<file path="src/rtl/uart_tx_64.sv">
// uart_tx_64: accepts one 64-bit word over a valid/ready handshake and
// serializes it as eight back-to-back 8N1 UART frames, MSB byte first,
// each byte LSB first.
//
// Ports:
//   clk        system clock, rising edge
//   rst_n      asynchronous active-low reset
//   data_64    word to transmit, sampled on accept (data_valid && data_ready)
//   data_valid word present on data_64
//   data_ready high only while idle; the block can take a word
//   uart_txd   serial line, idle high, driven straight from a flop
//   tx_busy    high from the cycle after accept until the last stop bit ends
//   tx_done    one-cycle pulse when the 8th stop bit completes
module uart_tx_64 #(
  parameter int unsigned CLK_FREQ = 50_000_000,
  parameter int unsigned UART_BPS = 115200
) (
  input  logic        clk,
  input  logic        rst_n,
  input  logic [63:0] data_64,
  input  logic        data_valid,
  output logic        data_ready,
  output logic        uart_txd,
  output logic        tx_busy,
  output logic        tx_done
);

  localparam int unsigned BPS_CNT = CLK_FREQ / UART_BPS;
  localparam int unsigned CNT_W   = (BPS_CNT > 1) ? $clog2(BPS_CNT) : 1;

  typedef enum logic [1:0] {
    S_IDLE,
    S_START,
    S_DATA,
    S_STOP
  } state_e;

  state_e             state_q, state_d;
  logic [63:0]        shift_q, shift_d;
  logic [2:0]         bit_idx_q, bit_idx_d;
  logic [2:0]         byte_idx_q, byte_idx_d;
  logic [CNT_W-1:0]   baud_q, baud_d;
  logic               txd_q, txd_d;
  logic               ready_q, ready_d;
  logic               busy_q, busy_d;
  logic               done_q, done_d;

  logic               baud_end;
  logic [7:0]         cur_byte;

  assign baud_end = (baud_q == CNT_W'(BPS_CNT - 1));
  // The byte in flight always sits in the top lane; the register shifts by a
  // byte at each frame boundary.
  assign cur_byte = shift_q[63:56];

  // State and datapath registers
  always_ff @(posedge clk or negedge rst_n) begin
    if (!rst_n) begin
      state_q    <= S_IDLE;
      shift_q    <= '0;
      bit_idx_q  <= '0;
      byte_idx_q <= '0;
      baud_q     <= '0;
      txd_q      <= 1'b1;
      ready_q    <= 1'b1;
      busy_q     <= 1'b0;
      done_q     <= 1'b0;
    end else begin
      state_q    <= state_d;
      shift_q    <= shift_d;
      bit_idx_q  <= bit_idx_d;
      byte_idx_q <= byte_idx_d;
      baud_q     <= baud_d;
      txd_q      <= txd_d;
      ready_q    <= ready_d;
      busy_q     <= busy_d;
      done_q     <= done_d;
    end
  end

  // Next-state logic; txd_d is the line level for the state being entered
  always_comb begin
    state_d    = state_q;
    shift_d    = shift_q;
    bit_idx_d  = bit_idx_q;
    byte_idx_d = byte_idx_q;
    baud_d     = baud_q + CNT_W'(1);
    txd_d      = txd_q;
    done_d     = 1'b0;

    case (state_q)
      S_IDLE: begin
        baud_d = '0;
        txd_d  = 1'b1;
        if (data_valid && ready_q) begin
          state_d    = S_START;
          shift_d    = data_64;
          byte_idx_d = '0;
          bit_idx_d  = '0;
          txd_d      = 1'b0;
        end
      end
      S_START: begin
        if (baud_end) begin
          baud_d    = '0;
          state_d   = S_DATA;
          bit_idx_d = '0;
          txd_d     = cur_byte[0];
        end
      end
      S_DATA: begin
        if (baud_end) begin
          baud_d = '0;
          if (bit_idx_q == 3'd7) begin
            state_d = S_STOP;
            txd_d   = 1'b1;
          end else begin
            bit_idx_d = bit_idx_q + 3'd1;
            txd_d     = cur_byte[bit_idx_q + 3'd1];
          end
        end
      end
      S_STOP: begin
        if (baud_end) begin
          baud_d = '0;
          if (byte_idx_q == 3'd7) begin
            state_d = S_IDLE;
            txd_d   = 1'b1;
            done_d  = 1'b1;
          end else begin
            state_d    = S_START;
            byte_idx_d = byte_idx_q + 3'd1;
            shift_d    = {shift_q[55:0], 8'h00};
            txd_d      = 1'b0;
          end
        end
      end
      default: begin
        state_d = S_IDLE;
        baud_d  = '0;
        txd_d   = 1'b1;
      end
    endcase

    ready_d = (state_d == S_IDLE);
    busy_d  = (state_d != S_IDLE);
  end

  assign uart_txd   = txd_q;
  assign data_ready = ready_q;
  assign tx_busy    = busy_q;
  assign tx_done    = done_q;

endmodule

</file>
<file path="config.mk">
export PLATFORM = sky130hd
export DESIGN_NAME = uart_tx_64
export DESIGN_NICKNAME = d
export VERILOG_FILES = /design/src/rtl/uart_tx_64.sv
export SDC_FILE = /design/constraint.sdc
export NUM_CORES = 1
export LEC_CHECK = 0
export BUFFER_PORTS_ARGS = -buffer_cell sky130_fd_sc_hd__buf_2
export CAP_MARGIN = 20
export CORE_MARGIN = 4
export CORE_UTILIZATION = 50
export CTS_CLUSTER_SIZE = 8
export DETAILED_ROUTE_END_ITERATION = 8
export MAX_ROUTING_LAYER = met4
export PLACE_DENSITY = 0.75
export SETUP_SLACK_MARGIN = 0.4
export SLEW_MARGIN = 20
export SYNTH_ARGS = -nofsm -noshare
export SYNTH_HDL_FRONTEND = slang
export SYNTH_SLANG_ARGS = --single-unit
</file>
<file path="constraint.sdc">
create_clock -name clk -period 2.1 [get_ports clk]
set_clock_uncertainty 0.2 [all_clocks]
set_input_delay 0.21 -clock clk [delete_from_list [all_inputs] [get_ports clk]]
set_output_delay 0.21 -clock clk [all_outputs]
set_load 0.01 [all_outputs]
</file>
---- After elaboration in Yosys (flattened, before gate mapping) ----
Cells that the tools add are included.
word-level totals
  output and inout port bits .............. 4
  word-level logic and storage cells ...... 67
  flip-flop bits (word level) ............. 85
  input port bits ......................... 67
operators by class
  add/subtract/negate cells ............... 3
  equality and inequality tests ........... 12
  reductions and logical operators ........ 10
  order comparisons ....................... 1
  mux-type cells .......................... 32
operator list
  cell                 count
  $mux 64              3
  $pmux 64 s2          1
  $mux 3               6
  $pmux 9 s2           1
  $ne 2x2->1 const B   6
  $mux 1               10
  $mux 2               5
  $add 9x1->9 const B  1
  $eq 9x9->1 const B   1
  $mux 9               1
  $pmux 3 s3           1
  $pmux 2 s4           1
  $add 3x1->3 const B  2
  $eq 3x3->1 const B   2
  $pmux 3 s2           1
  $reduce_and 5->1     1
  $eq 2x2->1 const B   2
  $logic_not 2->1      2
  $lt 3x4->1 const B   1
  $pmux 1 s4           1
  $reduce_and 4->1     1
  $reduce_bool 2->1    2
  $bmux 1 s3           1
  $reduce_and 3->1     1
  4 further kinds      4

---- Depth between registers and ports, before layout ----
Gate-level depths: netlist of the first run.
  depth in word-level cells ............... 6
  depth in mapped cells ................... 8
  mapped depth without buffers ............ 6

---- Least setup slack after synthesis of the first run ----
Ideal clock, no wire load.
  path type ............................... register to register
  start point ............................. reg baud_q[1]
  end point ............................... reg shift_q[4]
  required time ........................... 1,779 ps
  slack ................................... 16 ps
  path buffers ............................ 2
  setup time .............................. 121 ps
  data arrival time ....................... 1,763 ps
  clock period less this slack ............ 2,084 ps
  stages on the path, launching flop included .. 9
  cell sequence ........................... dfrtp_1 > inv_1 > ha_1 > nand4b_4 > o32a_4 > or2_1 > buf_6 > buf_6 > a22o_1
between the ends
  longest elaborated chain between the ends .. 3
RTL lines
  item                               RTL line  text
  start, declared                    42        logic [CNT_W-1:0] baud_q, baud_d;
  start signal, assigned             73        baud_q <= baud_d;
  $eq 9x9->1                         51        assign baud_end = (baud_q == CNT_W'(BPS_CNT - 1));
  $ne 2x2->1 (no source line)        -
  $reduce_and 4->1 (no source line)  -
  end signal, assigned               70        shift_q <= shift_d;
  end, declared                      39        logic [63:0] shift_q, shift_d;
Every way passes these cells.
A chain may end at the register's enable or synchronous reset.

---- Final worst setup path of the first run ----
  start point ............................. reg baud_q[1]
  end point ............................... reg shift_q[25]
The elaborated chain is that of the path after synthesis.

==> results.cfg, run 1 <==
[outcome]
outcome = finished, final reports clean

[timing]
timing.fmax_mhz = 485
post-route-period-util_pct = 98.2
hold_violations = 0
slew_headroom_pct = 69.0
setup_tns_ps = 0
finalWorstSetupSlack_ps = 38.3
drv_slew = 0
grt_setup_unrepaired = true
tightest_slew_ps = 460
layout_min_cycle_time_ps = 2060
report.final.setup_viol = 0

[power]
peakVddDrop_mv = 0.465
cellLeakagePower_nw = 2.54
power_mw = 4.62
cellPowerDensity_mw_per_mm2 = 778

[worst_setup_path]
critPathMaxFanout = 30
setup.worst_path.start_class = flip-flop
r2r-start = baud_q[1]$_DFF_PN0_
crit_slowest_cell = dfrtp_1
crit_chain = inv_2 -> ha_4 -> nand4b_4 -> o32a_4 -> buf_4 -> buf_12 -> o21ai_0 -> o21ai_2
critPathMaxStageDelay_ps = 400
required_ps = 2130
crit_type = flip-flop to flip-flop
path_buf_inv = 3
worstPathArrival_ps = 2090
crit_path_end_kind = flip-flop
critPathTopFamily = compound AO/OA/AOI/OAI gates
cp-startpoint = baud_q[1]$_DFF_PN0_

[die]
core_mm2 = 0.00789
die_h_um = 98.9
dieArea_mm2 = 0.00977
core.rowCount = 32
ioPinCount = 71
fp.dieW_um = 98.9
initial_core_util_pct = 52.3

[logic_synthesis]
yosysMostFrequentCell = dfrtp_1
yosys_warnings = 0
synth_enable_flop_cells = 0
synth_top_area_share_pct = 50.3
synthArstFlopShare_pct = 100
yosysTopAreaCell = dfrtp_1
synthTopCellsByCount = dfrtp_1, o21ai_0, mux2i_1
synth_area_per_cell_um2 = 10.8
synthesis.area_mm2 = 0.00413
synthCells = 381
synth_ff_type = dfrtp_1
seq_area_frac_synth_pct = 51.6
synth-seq-cells = 85
ys_types = 39
syn_nets = 454
synth_area_leaders = dfrtp_1, mux2i_1, o21ai_0

[place]
place_worst_setup_slack_ps = 9.65
gp_congestion = 0.840
placed_area_mm2 = 0.00467
dp_hpwl_um = 6390
dp.cells = 545
io_buffers = 70

[grt]
grt_overflow = 0
grt_first_pass_wirelength_um = 18900
grt_pass1_vias = 3897
antenna_found_initial = 0
grt_max_degree = 57
track_usage_pct = 24.6

[clock_tree]
cts_htree_levels = 3
clk_pin_slew_ps = 90
cts_num_sinks = 85
cts_buffer_depth = 2
cts_tree = built
cts_buffers = 9
clkLatencyLatePin_ps = 350
cts_root_buf = clkbuf_8

[layout]
finalNetCount = 610
stdcell_area_mm2 = 0.00593
drive_above_1_share_pct = 31.4
area_delta_synth_final_pct = 43.8
stdcell_count = 644
antennaDiodeCount = 0

[detailed_routing]
drc = 0
ant_nets = 0
drt_iter0_drc = 181
via_per_inst = 5.73
vias = 3688
routed_wirelength_um = 11600
firstDrtPassIters = 4
routedWlPerCell_um = 18.1

[min_path]
min_path_type = primary input to flip-flop
min_from = data_valid

[job]
cap_violations = 0
-- layout by cell type, fill, tap and decap left out, types with 4 or more instances in the layout --
cell	Yosys	layout
a21oi_1	5	4
a22o_1	10	10
buf_12	0	5
buf_2	3	69
buf_4	1	27
buf_6	7	4
clkbuf_8	0	10
dfrtp_1	83	82
dlygate4sd3_1	0	65
inv_1	6	4
mux2i_1	58	58
nand2_1	7	7
nand3_1	10	10
nor2_1	13	10
o21ai_0	61	57
o21ai_1	56	39
o21ai_2	0	20
xnor2_1	5	5
-- report_power, final --
group          total, mW  switching [mW]  internal, mW
clock               1.19           0.601         0.585
combinational       1.13           0.518         0.608
sequential          2.30           0.259          2.04
total               4.62            1.38          3.24
-- per-layer routing --
layer	vias up	part of all wire [%]	track usage, %
li1	1704	-	-
met1	1829	42	29.9
met2	121	51	41.1
met3	34	4.8	5.38
met4	0	2.3	7.56
met5	-	0	-
-- flip-flops by register name, summed over array words and instances (netlist names) --
name	count
baud_q	9
bit_idx_q	3
byte_idx_q	3
data_ready	1
shift_q	64
state_q	2
tx_busy	1
tx_done	1
uart_txd	1
-- area by class of cell --
| class | instances | area [um^2] |
|---|---|---|
| clock buffers | 11 | 141 |
| clock inverters | 5 | 58.8 |
| fillers | 473 | 1950 |
| inverters | 6 | 22.5 |
| multi-input cells | 260 | 1970 |
| flip-flops and latches | 85 | 2130 |
| well taps | 102 | 128 |
| repair buffers | 175 | 1480 |
-- worst min-delay path, stage by stage --
cell and delay [ps]:
buf_2 90, a21oi_1 60, a41o_1 210
-- stage by stage --
step / hold WS (ps) / utilization [%]
after floorplan: -286 / -
after global placement: -109 / 59.2
after detailed placement: -106 / 59.2
after CTS: 10.2 / 72.6
after global routing: 23.5 / 75.2
final: 17.4 / 75.2
-- kinds of logic (layout without fill, tap and decap cells) --
| group | after synthesis | in the layout | share of synthesized area (%) |
|---|---|---|---|
| mux | 61 | 61 | 15.2 |
| simple gates | 47 | 47 | 6.49 |
| fa+ha+maj | 6 | 6 | 1.82 |
| buf+inv | 36 | 197 | 4.73 |
| xor+xnor | 6 | 6 | 1.27 |
| compound gates | 140 | 140 | 18.9 |
| flops | 85 | 85 | 51.6 |
-- path summary, 6_finish.rpt --
check,slack (ps),cells after the start,to
max,40,8,shift_q[25]$_DFFE_PN0P_
min,20,3,data_ready$_DFF_PN1_
max reg2reg,40,8,shift_q[25]$_DFFE_PN0P_
min reg2reg,310,1,shift_q[0]$_DFFE_PN0P_
max in group asynchronous,1060,3,shift_q[1]$_DFFE_PN0P_
min in group asynchronous,60,2,shift_q[58]$_DFFE_PN0P_
-- timing repair --
action / 4_1_cts / 5_1_grt
buffers inserted: 8 / 5
pin swaps: 0 / 4
endpoints found under the hold margin: 149 / 0
cloned: 3 / 2
hold buffers: 65 / 0
resized for setup: 15 / 33
endpoints found under the setup margin: 81 / 85
Power figures use the tool's default switching activity.
==> run 2: changes to the inputs <==
--- a/config.mk
+++ b/config.mk
@@ -12,7 +12,7 @@
 export CTS_CLUSTER_SIZE = 8
 export DETAILED_ROUTE_END_ITERATION = 8
 export MAX_ROUTING_LAYER = met4
-export PLACE_DENSITY = 0.75
+export PLACE_DENSITY = 0.72
 export SETUP_SLACK_MARGIN = 0.4
 export SLEW_MARGIN = 20
 export SYNTH_ARGS = -nofsm -noshare
==> constraint.sdc (replaced) <==
create_clock -name clk -period 2.6 [get_ports clk]
set_clock_uncertainty 0.2 [all_clocks]
set_input_delay 0.26 -clock clk [delete_from_list [all_inputs] [get_ports clk]]
set_output_delay 0.26 -clock clk [all_outputs]
set_load 0.01 [all_outputs]
==> run 2 against run 1 <==
  * Clock power fell by 18%
  * Global-route usage fell by 4.1 points
  * First-iteration DRC count rose by 10%
  * Critical path type unchanged
  * Fmax fell by 3.5%
  * Worst hold slack got worse by 13 ps
  * Via count fell by 9.7%
  * Register-to-register slack improved by 430 ps
  * Core utilization fell by 8.3 points
  * Wire length fell by 16%
  * Sequential cell count did not move
  * Sequential power fell by 19%
==> results.cfg, run 2 (same netlist as run 1, synthesis figures left out) <==
[clock_tree]
clkLatencyLatePin_ps = 350
post-cts-setup-buffers = 0
cts_htree_levels = 3
cts_buffers = 9
cts_root_buf = clkbuf_8
clk_pin_slew_ps = 80
cts_tree = built
cts_num_sinks = 85
cts_buffer_depth = 2

[detailed_routing]
via_per_inst = 5.58
ant_nets = 0
drc = 0
routedWlPerCell_um = 16.3
vias = 3331
drt_iter0_drc = 200
routed_wirelength_um = 9740
firstDrtPassIters = 4

[layout]
finalNetCount = 563
area_delta_synth_final_pct = 27.8
drive_above_1_share_pct = 22.2
antennaDiodeCount = 0
stdcell_area_mm2 = 0.00528
largest_reg_flops = 64
final_cell_mix = dfrtp_1, buf_2, o21ai_1
n_fill_cell = 586
largest-register = shift_q
stdcell_count = 597
reg_top3 = shift_q x64, baud_q x9
final_common_cell = dfrtp_1

[power]
cellPowerDensity_mw_per_mm2 = 665
internal_power_mw = 2.52
combPwrFrac_pct = 19.1
switching_share_pct = 28.1
p_switching_uw = 984
clock_power_share_pct = 28.0
power_frac_seq_pct = 52.9
cellLeakagePower_nw = 2.25
peakVddDrop_mv = 0.563

[die]
core.rowCount = 32
fp.dieW_um = 98.9
initial_core_util_pct = 52.3
die_h_um = 98.9
dieArea_mm2 = 0.00977
core_mm2 = 0.00789
ioPinCount = 71

[grt]
grt_max_degree = 86
grt_pass1_vias = 3403
antenna_found_initial = 0
grt_overflow = 0
grt_first_pass_wirelength_um = 15900
track_usage_pct = 20.6

[timing]
hold_violations = 0
slew_headroom_pct = 66.6
setup_tns_ps = 0
finalWorstSetupSlack_ps = 464
post-route-period-util_pct = 82.2
report.final.setup_viol = 0
grt_setup_unrepaired = false
drv_slew = 0
timing.fmax_mhz = 468
tightest_slew_ps = 500
layout_min_cycle_time_ps = 2140

[min_path]
min_path_type = primary input to flip-flop

[job]
cap_violations = 0

[worst_setup_path]
worstPathArrival_ps = 2180
crit_type = flip-flop to flip-flop
crit_path_end_kind = flip-flop
setup.worst_path.start_class = flip-flop
required_ps = 2640
critPathMaxFanout = 32

[place]
dp_hpwl_um = 5760
dp.cells = 532
io_buffers = 70
gp_congestion = 0.790
place_worst_setup_slack_ps = 408
placed_area_mm2 = 0.00455

[outcome]
outcome = finished, final reports clean
[run 2: cell count changes in the layout (fill, tap and decap cells not counted), sizes merged]
cell,previous run,this run
buf,107,79
dlygate4sd3,65,48
clkinv,1,3
clkinvlp,2,0
bufbuf,1,0
inv,7,6
[run 2: cell type report]
type                            instances  area (um^2)  share of cell area, %
Clock buffer                           12          165                   3.13
Clock inverter                          4         45.0                  0.854
Inverter                                6         22.5                  0.427
Multi-Input combinational cell        260         1820                   34.4
Sequential cell                        85         2130                   40.4
Tap cell                              102          128                   2.42
Timing Repair Buffer                  128          971                   18.4
[run 2: routing by layer]
metal	GRT usage (%)	vias to the layer above	part of all wire (%)
met5	-	-	0
met4	5.99	0	0.91
met3	5.02	8	4.4
met2	32.5	94	50
met1	26.4	1617	44
li1	-	1612	-
[run 2: worst max-delay path, stage by stage, from the launching register on]
cell,delay [ps]
dfrtp_1,410
inv_1,70
ha_1,180
nand4b_4,130
o32a_4,380
or2_4,270
buf_12,170
a22o_1,200
[run 2: power by group through the flow]
stage                     Combinational [mW]  Sequential [mW]  Clock [mW]
after detailed placement               0.607             1.87           0
after CTS                              0.668             1.85       0.999
after floorplan                        0.435             1.82           0
after global placement                 0.581             1.86           0
final                                  0.671             1.86       0.981
after global routing                   0.763             1.90        1.06
[run 2: final timing paths]
path / startpoint / end / slack, ps / depth (start not counted)
min reg2reg: shift_q[0]$_DFFE_PN0P_ / shift_q[0]$_DFFE_PN0P_ / 310 / 1
max in group asynchronous: rst_n / shift_q[32]$_DFFE_PN0P_ / 1540 / 3
max: baud_q[1]$_DFF_PN0_ / shift_q[4]$_DFFE_PN0P_ / 460 / 7
max reg2reg: baud_q[1]$_DFF_PN0_ / shift_q[4]$_DFFE_PN0P_ / 460 / 7
min: data_64[63] / shift_q[63]$_DFFE_PN0P_ / 4 / 3
min in group asynchronous: rst_n / shift_q[59]$_DFFE_PN0P_ / 270 / 3
[run 2: what timing repair did]
item,CTS,global route
gates resized for setup,0,7
hold buffers,47,1
cloned,0,1
endpoints found under the setup margin,7,64
hold endpoints to repair,129,1
[run 2: metrics by stage]
step / total power [mW] / hold WS [ps] / utilization [%]
2_1_floorplan: 2.25 / -236 / -
3_3_place_gp: 2.44 / 135 / 57.7
3_5_place_dp: 2.48 / 133 / 57.7
4_1_cts: 3.52 / 1.37 / 66.3
5_1_grt: 3.72 / 3.99 / 66.9
6_report: 3.51 / 4.45 / 66.9
